File: config.mk
export PLATFORM = sky130hd
export DESIGN_NAME = bcd_to_binary_flat
export DESIGN_NICKNAME = d
export VERILOG_FILES = /design/src/rtl/bcd_to_binary_if.sv /design/src/rtl/bcd_to_binary.sv /design/src/flat_wrapper.sv
export SDC_FILE = /design/constraint.sdc
export NUM_CORES = 1
export LEC_CHECK = 0
export CAP_MARGIN = 20
export CORE_ASPECT_RATIO = 0.6
export CORE_MARGIN = 2
export CORE_UTILIZATION = 54
export DETAILED_ROUTE_END_ITERATION = 8
export PLACE_DENSITY_LB_ADDON = 0.3
export SLEW_MARGIN = 30
export SYNTH_ARGS = -nofsm -noshare
export SYNTH_HDL_FRONTEND = slang
export SYNTH_SLANG_ARGS = --single-unit
File: constraint.sdc
create_clock -name clk -period 3.1 [get_ports clk]
set_input_delay 0.31 -clock clk [delete_from_list [all_inputs] [get_ports clk]]
set_output_delay 0.31 -clock clk [all_outputs]
set_load 0.005 [all_outputs]
File: src/rtl/bcd_to_binary_if.sv
// Start/result bundle for the BCD-to-binary converter; master requests, slave converts.
interface bcd_to_binary_if #(
  parameter int DIGITS = 3,
  parameter int BIN_W  = 10
);
  logic                  start;
  logic [4*DIGITS-1:0]   bcd_in;
  logic                  busy;
  logic                  done;
  logic                  error;
  logic [BIN_W-1:0]      bin_out;

  modport master (output start, bcd_in, input busy, done, error, bin_out);
  modport slave  (input start, bcd_in, output busy, done, error, bin_out);
endinterface

File: src/rtl/bcd_to_binary.sv
// Iterative BCD-to-binary converter, one digit per clock MSD first; done DIGITS+1 edges after start
// (1 edge on a bad digit); start is ignored while busy, results hold until the next completion.
module bcd_to_binary #(
  parameter int DIGITS = 3,
  parameter int BIN_W  = 10
) (
  input  logic          clk,
  input  logic          rst,
  bcd_to_binary_if.slave bus
);
  localparam int CNT_W = $clog2(DIGITS + 1);

  typedef enum logic [1:0] {IDLE, CHECK, ACCUM} state_t;

  state_t               state, state_nx;
  logic [4*DIGITS-1:0]  sreg, sreg_nx;
  logic [BIN_W-1:0]     acc, acc_nx;
  logic [CNT_W-1:0]     cnt, cnt_nx;
  logic                 done_q, done_nx;
  logic                 err_q, err_nx;
  logic [BIN_W-1:0]     bin_q, bin_nx;
  logic [BIN_W-1:0]     acc_mac;
  logic                 bad_digit;

  function automatic logic has_bad(input logic [4*DIGITS-1:0] v);
    logic b;
    b = 1'b0;
    for (int i = 0; i < DIGITS; i++) begin
      if (v[4*i +: 4] > 4'd9) b = 1'b1;
    end
    return b;
  endfunction

  assign bad_digit = has_bad(sreg);
  // acc*10 as (acc<<3)+(acc<<1), truncated to BIN_W
  assign acc_mac   = (acc << 3) + (acc << 1) + BIN_W'(sreg[4*DIGITS-1 -: 4]);

  always_ff @(posedge clk or posedge rst) begin
    if (rst) begin
      state  <= IDLE;
      sreg   <= '0;
      acc    <= '0;
      cnt    <= '0;
      done_q <= 1'b0;
      err_q  <= 1'b0;
      bin_q  <= '0;
    end else begin
      state  <= state_nx;
      sreg   <= sreg_nx;
      acc    <= acc_nx;
      cnt    <= cnt_nx;
      done_q <= done_nx;
      err_q  <= err_nx;
      bin_q  <= bin_nx;
    end
  end

  always_comb begin
    state_nx = state;
    sreg_nx  = sreg;
    acc_nx   = acc;
    cnt_nx   = cnt;
    done_nx  = 1'b0;
    err_nx   = err_q;
    bin_nx   = bin_q;
    unique case (state)
      IDLE: begin
        if (bus.start) begin
          sreg_nx  = bus.bcd_in;
          acc_nx   = '0;
          err_nx   = 1'b0;
          state_nx = CHECK;
        end
      end
      CHECK: begin
        if (bad_digit) begin
          err_nx   = 1'b1;
          bin_nx   = '0;
          done_nx  = 1'b1;
          state_nx = IDLE;
        end else begin
          cnt_nx   = '0;
          state_nx = ACCUM;
        end
      end
      ACCUM: begin
        acc_nx  = acc_mac;
        sreg_nx = sreg << 4;
        cnt_nx  = cnt + CNT_W'(1);
        if (cnt == CNT_W'(DIGITS - 1)) begin
          bin_nx   = acc_mac;
          done_nx  = 1'b1;
          state_nx = IDLE;
        end
      end
      default: state_nx = IDLE;
    endcase
  end

  assign bus.busy    = (state != IDLE);
  assign bus.done    = done_q;
  assign bus.error   = err_q;
  assign bus.bin_out = bin_q;
endmodule

File: src/flat_wrapper.sv
// flat-port wrapper written by rule: the top's interface ports become plain ports
module bcd_to_binary_flat 
#(
  parameter int DIGITS = 3,
  parameter int BIN_W  = 10
)
  (clk, rst, bus_start, bus_bcd_in, bus_busy, bus_done, bus_error, bus_bin_out);
  bcd_to_binary_if #(.DIGITS(DIGITS), .BIN_W(BIN_W)) bus_i ();
  input  logic clk;
  input  logic rst;
  input wire logic [$bits(bus_i.start)-1:0] bus_start;
  input wire logic [$bits(bus_i.bcd_in)-1:0] bus_bcd_in;
  output wire logic [$bits(bus_i.busy)-1:0] bus_busy;
  output wire logic [$bits(bus_i.done)-1:0] bus_done;
  output wire logic [$bits(bus_i.error)-1:0] bus_error;
  output wire logic [$bits(bus_i.bin_out)-1:0] bus_bin_out;
  assign bus_i.start = bus_start;
  assign bus_i.bcd_in = bus_bcd_in;
  assign bus_busy = bus_i.busy;
  assign bus_done = bus_i.done;
  assign bus_error = bus_i.error;
  assign bus_bin_out = bus_i.bin_out;
  bcd_to_binary #(.DIGITS(DIGITS), .BIN_W(BIN_W)) u_core (.clk(clk), .rst(rst), .bus(bus_i));
endmodule
## Word-level counts from Yosys, hierarchy flattened

Cells that the tools add are included.
W data, S select, Z words.

| cells by class | value |
|---|---|
| $add $sub $neg | 3 |
| order comparisons | 3 |
| equal/unequal tests | 7 |
| mux-type cells | 22 |
| reduce and logical (&&, ||, !) cells | 10 |

Operators with widths:

| kind | count |
|---|---|
| $pmux W12 S2 | 1 |
| $mux W10 | 2 |
| $pmux W10 S2 | 1 |
| $pmux W9 S2 | 1 |
| $gt A4 B4 Y1 const B | 3 |
| $mux W12 | 1 |
| $add A10 B10 Y10 | 1 |
| $add A10 B4 Y10 | 1 |
| $mux W9 | 1 |
| $mux W2 | 4 |
| $reduce_bool A2 Y1 | 4 |
| $mux W1 | 7 |
| $pmux W2 S3 | 1 |
| $reduce_and A2 Y1 | 3 |
| $reduce_and A3 Y1 | 2 |
| $eq A2 B2 Y1 const B | 2 |
| $ne A2 B1 Y1 const B | 2 |
| $ne A2 B2 Y1 const B | 2 |
| $pmux W1 S2 | 2 |
| $pmux W2 S2 | 1 |
| $add A2 B1 Y2 const B | 1 |
| $eq A2 B1 Y1 const B | 1 |
| $logic_not A2 Y1 | 1 |

| word-level totals | value |
|---|---|
| register bits after elaboration | 37 |
| input port bits | 15 |
| output and inout bits | 13 |
| logic and storage cells | 52 |

## Depth between registers and ports, before layout

| depth | value |
|---|---|
| word-level depth | 6 |
| gate-level depth with buffers | 9 |
| mapped depth without buffers | 9 |

## Worst setup path after synthesis

No wires, ideal clock.

| timing | value |
|---|---|
| path kind | reg-to-reg |
| start | register u_core.acc[0] |
| end | register u_core.acc[8] |
| setup time | 0.133 ns |
| arrival time | 2.138 ns |
| setup slack | 0.829 ns |
| cell stages (with the launch flop) | 9 |
| path through | dfrtp_1 inv_1 fa_1 inv_1 fa_1 a21o_2 a41oi_1 xor2_1 o31ai_1 |

| on the way | value |
|---|---|
| cells in the longest elaborated chain, start to end | 3 |

Ends and longest elaborated chain:

| item | line | source |
|---|---|---|
| from (decl) | bcd_to_binary.sv:17 | `logic [BIN_W-1:0] acc, acc_nx;` |
| from (signal assigned) | bcd_to_binary.sv:50 | `acc <= acc_nx;` |
| $add A10 B10 Y10 | bcd_to_binary.sv:36 | `assign acc_mac = (acc << 3) + (acc << 1) + BIN_W'(sreg[4*DIGITS-1 -: 4]);` |
| $add A10 B4 Y10 | bcd_to_binary.sv:36 |  |
| $pmux W9 S2 | bcd_to_binary.sv:66 | `unique case (state)` |

Every way passes these cells.
A chain may end at the register's enable or synchronous reset.

## Worst setup path in the final report

| timing | value |
|---|---|
| start | register u_core.acc[0] |
| end | register u_core.bin_q[8] (netlist: u_core.bus.bin_out[8]) |

| on the way | value |
|---|---|
| cells in the longest elaborated chain, start to end | 4 |

Ends and longest elaborated chain:

| item | line | source |
|---|---|---|
| $add A10 B10 Y10 | bcd_to_binary.sv:36 |  |
| $add A10 B4 Y10 | bcd_to_binary.sv:36 |  |
| $mux W10 | bcd_to_binary.sv:90 | `if (cnt == CNT_W'(DIGITS - 1)) begin` |
| $pmux W10 S2 | bcd_to_binary.sv:66 |  |
| to (signal assigned) | bcd_to_binary.sv:54 | `bin_q <= bin_nx;` |
| to (decl) | bcd_to_binary.sv:21 | `logic [BIN_W-1:0] bin_q, bin_nx;` |

Every way passes these cells. The select of a mux whose other input is x is not followed.

==> results.json <==
{
  "finalSetupViolCount": 0,
  "root_buffer": "clkbuf_8",
  "critPathRequiredTime_ns": 3.25,
  "crit_cells": 8,
  "die_h_um": 51.33,
  "place_congestion": 0.8571,
  "fin_area_um2": 2430,
  "fin_nets": 258,
  "cts_max_level": 2,
  "drc": 0,
  "rsz0062_at_grt": "false",
  "ir_worst_vdd_v": 0.0004371,
  "io_buffers": 27,
  "synth.net_count": 228,
  "cp-start-kind": "flop",
  "finalHoldViolCount": 0,
  "synth.area.mux_share": 0.03973,
  "slew_viol_final": 0,
  "initial_core_util": 0.5574,
  "crit_start": "u_core.acc[0]",
  "synth_top_family_by_area": "compound AO/OA/AOI/OAI gates",
  "detailedRoute.firstPassIterationCount": 4,
  "finalSetupTns_ns": 0,
  "core_area_um2": 3616,
  "areaGrowthSynthToFinish_pct": 20.55,
  "status": "finished, final reports clean",
  "hold_path_class": "in -> async",
  "synth.distinct_cells": 38,
  "synth_edf_count": 0,
  "fin_crit_sh": 0.8018,
  "final_cells": 271,
  "syn_inst": 193,
  "diodes": 0,
  "worst-r2r-cell-count": 8,
  "num_vias": 1568,
  "critical-path-max-stage-delay_ns": 0.55,
  "drv_cap": 0,
  "r2r_slack_ns": 0.61,
  "synth_xor_area_frac": 0.03476,
  "syn_avg_cell_area_um2": 10.44,
  "chipWidth_um": 82.88,
  "fin_crit_ns": 2.486,
  "syn_area_um2": 2016,
  "place_inst": 263,
  "post-route-util": 0.6720,
  "grt_pass1_vias": 1640,
  "grt_max_degree": 38,
  "final.fill_count": 282,
  "drtIter0Drc": 102,
  "hpwl_um": 3347,
  "grt_overflow": 0,
  "synthArstFlopShare": 1.000,
  "cts_setup_buffers": 0,
  "cts.sinks": 37,
  "clk_pin_slew_ns": 0.08,
  "fin_worst_skew_ns": 0.007280,
  "wl_um": 4467,
  "synth_ff_type": "dfrtp_1",
  "ys_ff_latch": 37,
  "num_rows": 17,
  "grt_pass1_wl_um": 7997,
  "viasPerCell": 5.786,
  "hold_buffers": 0,
  "numCtsBuffers": 5,
  "setup.worst_path.end_class": "flop",
  "cpMaxStageDelayCell": "fa_1",
  "critPathBufInv": 2,
  "tightest_slew_ns": 0.5456,
  "yosys.area_share.simple": 0.1012,
  "antenna_found_initial": 0,
  "grtUsageTotal": 0.2449,
  "power.density_nw_per_um2": 850.1,
  "p_leak_nw": 1.150,
  "drive_above_1_share": 0.08036,
  "worstSkewPairLatency_ns": 0.29,
  "postRouteAntennaNets": 0,
  "wl_per_cell_um": 16.48,
  "p_total_mw": 2.066,
  "yosys_warnings": 0,
  "reg2reg_from": "u_core.acc[0]",
  "seq_area_frac_synth": 0.4593,
  "fmax_mhz": 402.3,
  "arrival_ns": 2.64,
  "cts_resized": 0,
  "worstPathMaxFanout": 3,
  "clockBufferDepth": 2,
  "ios": 28,
  "crit_type": "reg -> reg",
  "path_cells": "inv_1 > fa_1 > inv_1 > fa_1 > a21o_2 > a41oi_1 > xor2_1 > o31ai_1",
  "dieArea_um2": 4254,
  "maxSlewHeadroom": 0.6352,
  "synth-compound-area-share": 0.1937,
  "critical-path-top-delay-family": "adder cells",
  "synth_fa_ha_area_frac": 0.1316,
  "cts_tree": "done",
  "dpl-instance-area_um2": 2328
}
[Yosys cell counts (2+ instances only)]
library cell / instances / area, um^2
dfrtp_1: 37 / 925.9
nand2_1: 30 / 112.6
ha_1: 18 / 225.2
o21ai_0: 15 / 75.07
a22o_1: 11 / 96.34
inv_1: 11 / 41.29
o21ai_1: 9 / 45.04
mux2i_1: 8 / 80.08
a21oi_1: 7 / 35.03
xnor2_1: 6 / 52.55
nand3_1: 5 / 25.02
buf_2: 4 / 20.02
nand2b_1: 3 / 18.77
buf_4: 2 / 15.01
fa_1: 2 / 40.04
o31ai_1: 2 / 15.01
xor2_1: 2 / 17.52
[cell usage in the layout, fill, tap and decap left out, types with 3 or more instances in the layout]
cell type        Yosys  final
nand2b_1             3      3
nand3_1              5      5
clkdlybuf4s50_1      0     27
ha_1                18     18
o21ai_0             15     15
dfrtp_1             37     37
xnor2_1              6      6
a22o_1              11     11
mux2i_1              8      8
o21ai_1              9      9
buf_4                2      3
inv_1               11     11
nand2_1             30     30
clkbuf_8             0      7
a21oi_1              7      7
[logic make-up (layout without fill, tap and decap cells)]
group                    Yosys count  count (layout)
buffers and inverters             18              49
XOR/XNOR                           8               8
AO/OA/AOI/OAI                     57              57
multiplexers                       8               8
AND/OR/NAND/NOR                   45              45
flip-flops                        37              37
adder cells (fa/ha/maj)           20              20
[final timing paths]
kind	to
min in group clk	u_core.bus.bin_out[5]
hold / removal	u_core.bus.bin_out[1]
max in group asynchronous	u_core.sreg[7]
setup reg to reg	u_core.bus.bin_out[8]
hold reg to reg	u_core.bus.bin_out[5]
setup / recovery	u_core.bus.bin_out[8]
[per-layer routing]
layer  vias to the layer above  GRT usage  part of all wire
met5                         -          0                 0
met3                        19    0.06624             0.073
met1                       739     0.3302              0.47
met2                        67     0.3817              0.43
li1                        743          -                 -
met4                         0    0.09563             0.026
[worst reg2reg max path, cell delays in order, from the launching register on]
cell	delay [ns]
dfrtp_1	0.38
inv_1	0.07
fa_1	0.55
inv_1	0.08
fa_1	0.47
a21o_2	0.24
a41oi_1	0.23
xor2_1	0.23
o31ai_1	0.09
[flip-flops by register name (all words and copies together), names as in the netlist]
signal              cells
u_core.bus.done         1
u_core.state            2
u_core.cnt              2
u_core.bus.bin_out     10
u_core.acc              9
u_core.bus.error        1
u_core.sreg            12
[through the flow]
stage | setup slack [ns] | hold slack (ns)
floorplan | 0.8290 | 0.4458
global placement | 0.7452 | 0.4676
detailed placement | 0.6542 | 0.4846
CTS | 0.6228 | 0.4481
global route | 0.4258 | 0.4755
finish | 0.6144 | 0.4247
[area by class of cell]
cell class / count / area, um^2 / share of cell area
clock inverter: 1 / 5.005 / 0.002060
timing repair buffer: 30 / 292.8 / 0.1205
clock buffer: 7 / 96.34 / 0.03965
tap: 47 / 58.81 / 0.02420
sequential: 37 / 925.9 / 0.3811
inverter: 11 / 41.29 / 0.01699
multi-input combinational: 138 / 1010 / 0.4156
[where the power goes]
part	switching, mW	internal [mW]
logic	0.570	0.378
clock network	0.170	0.201
registers	0.117	0.629
Power figures use the tool's default switching activity.
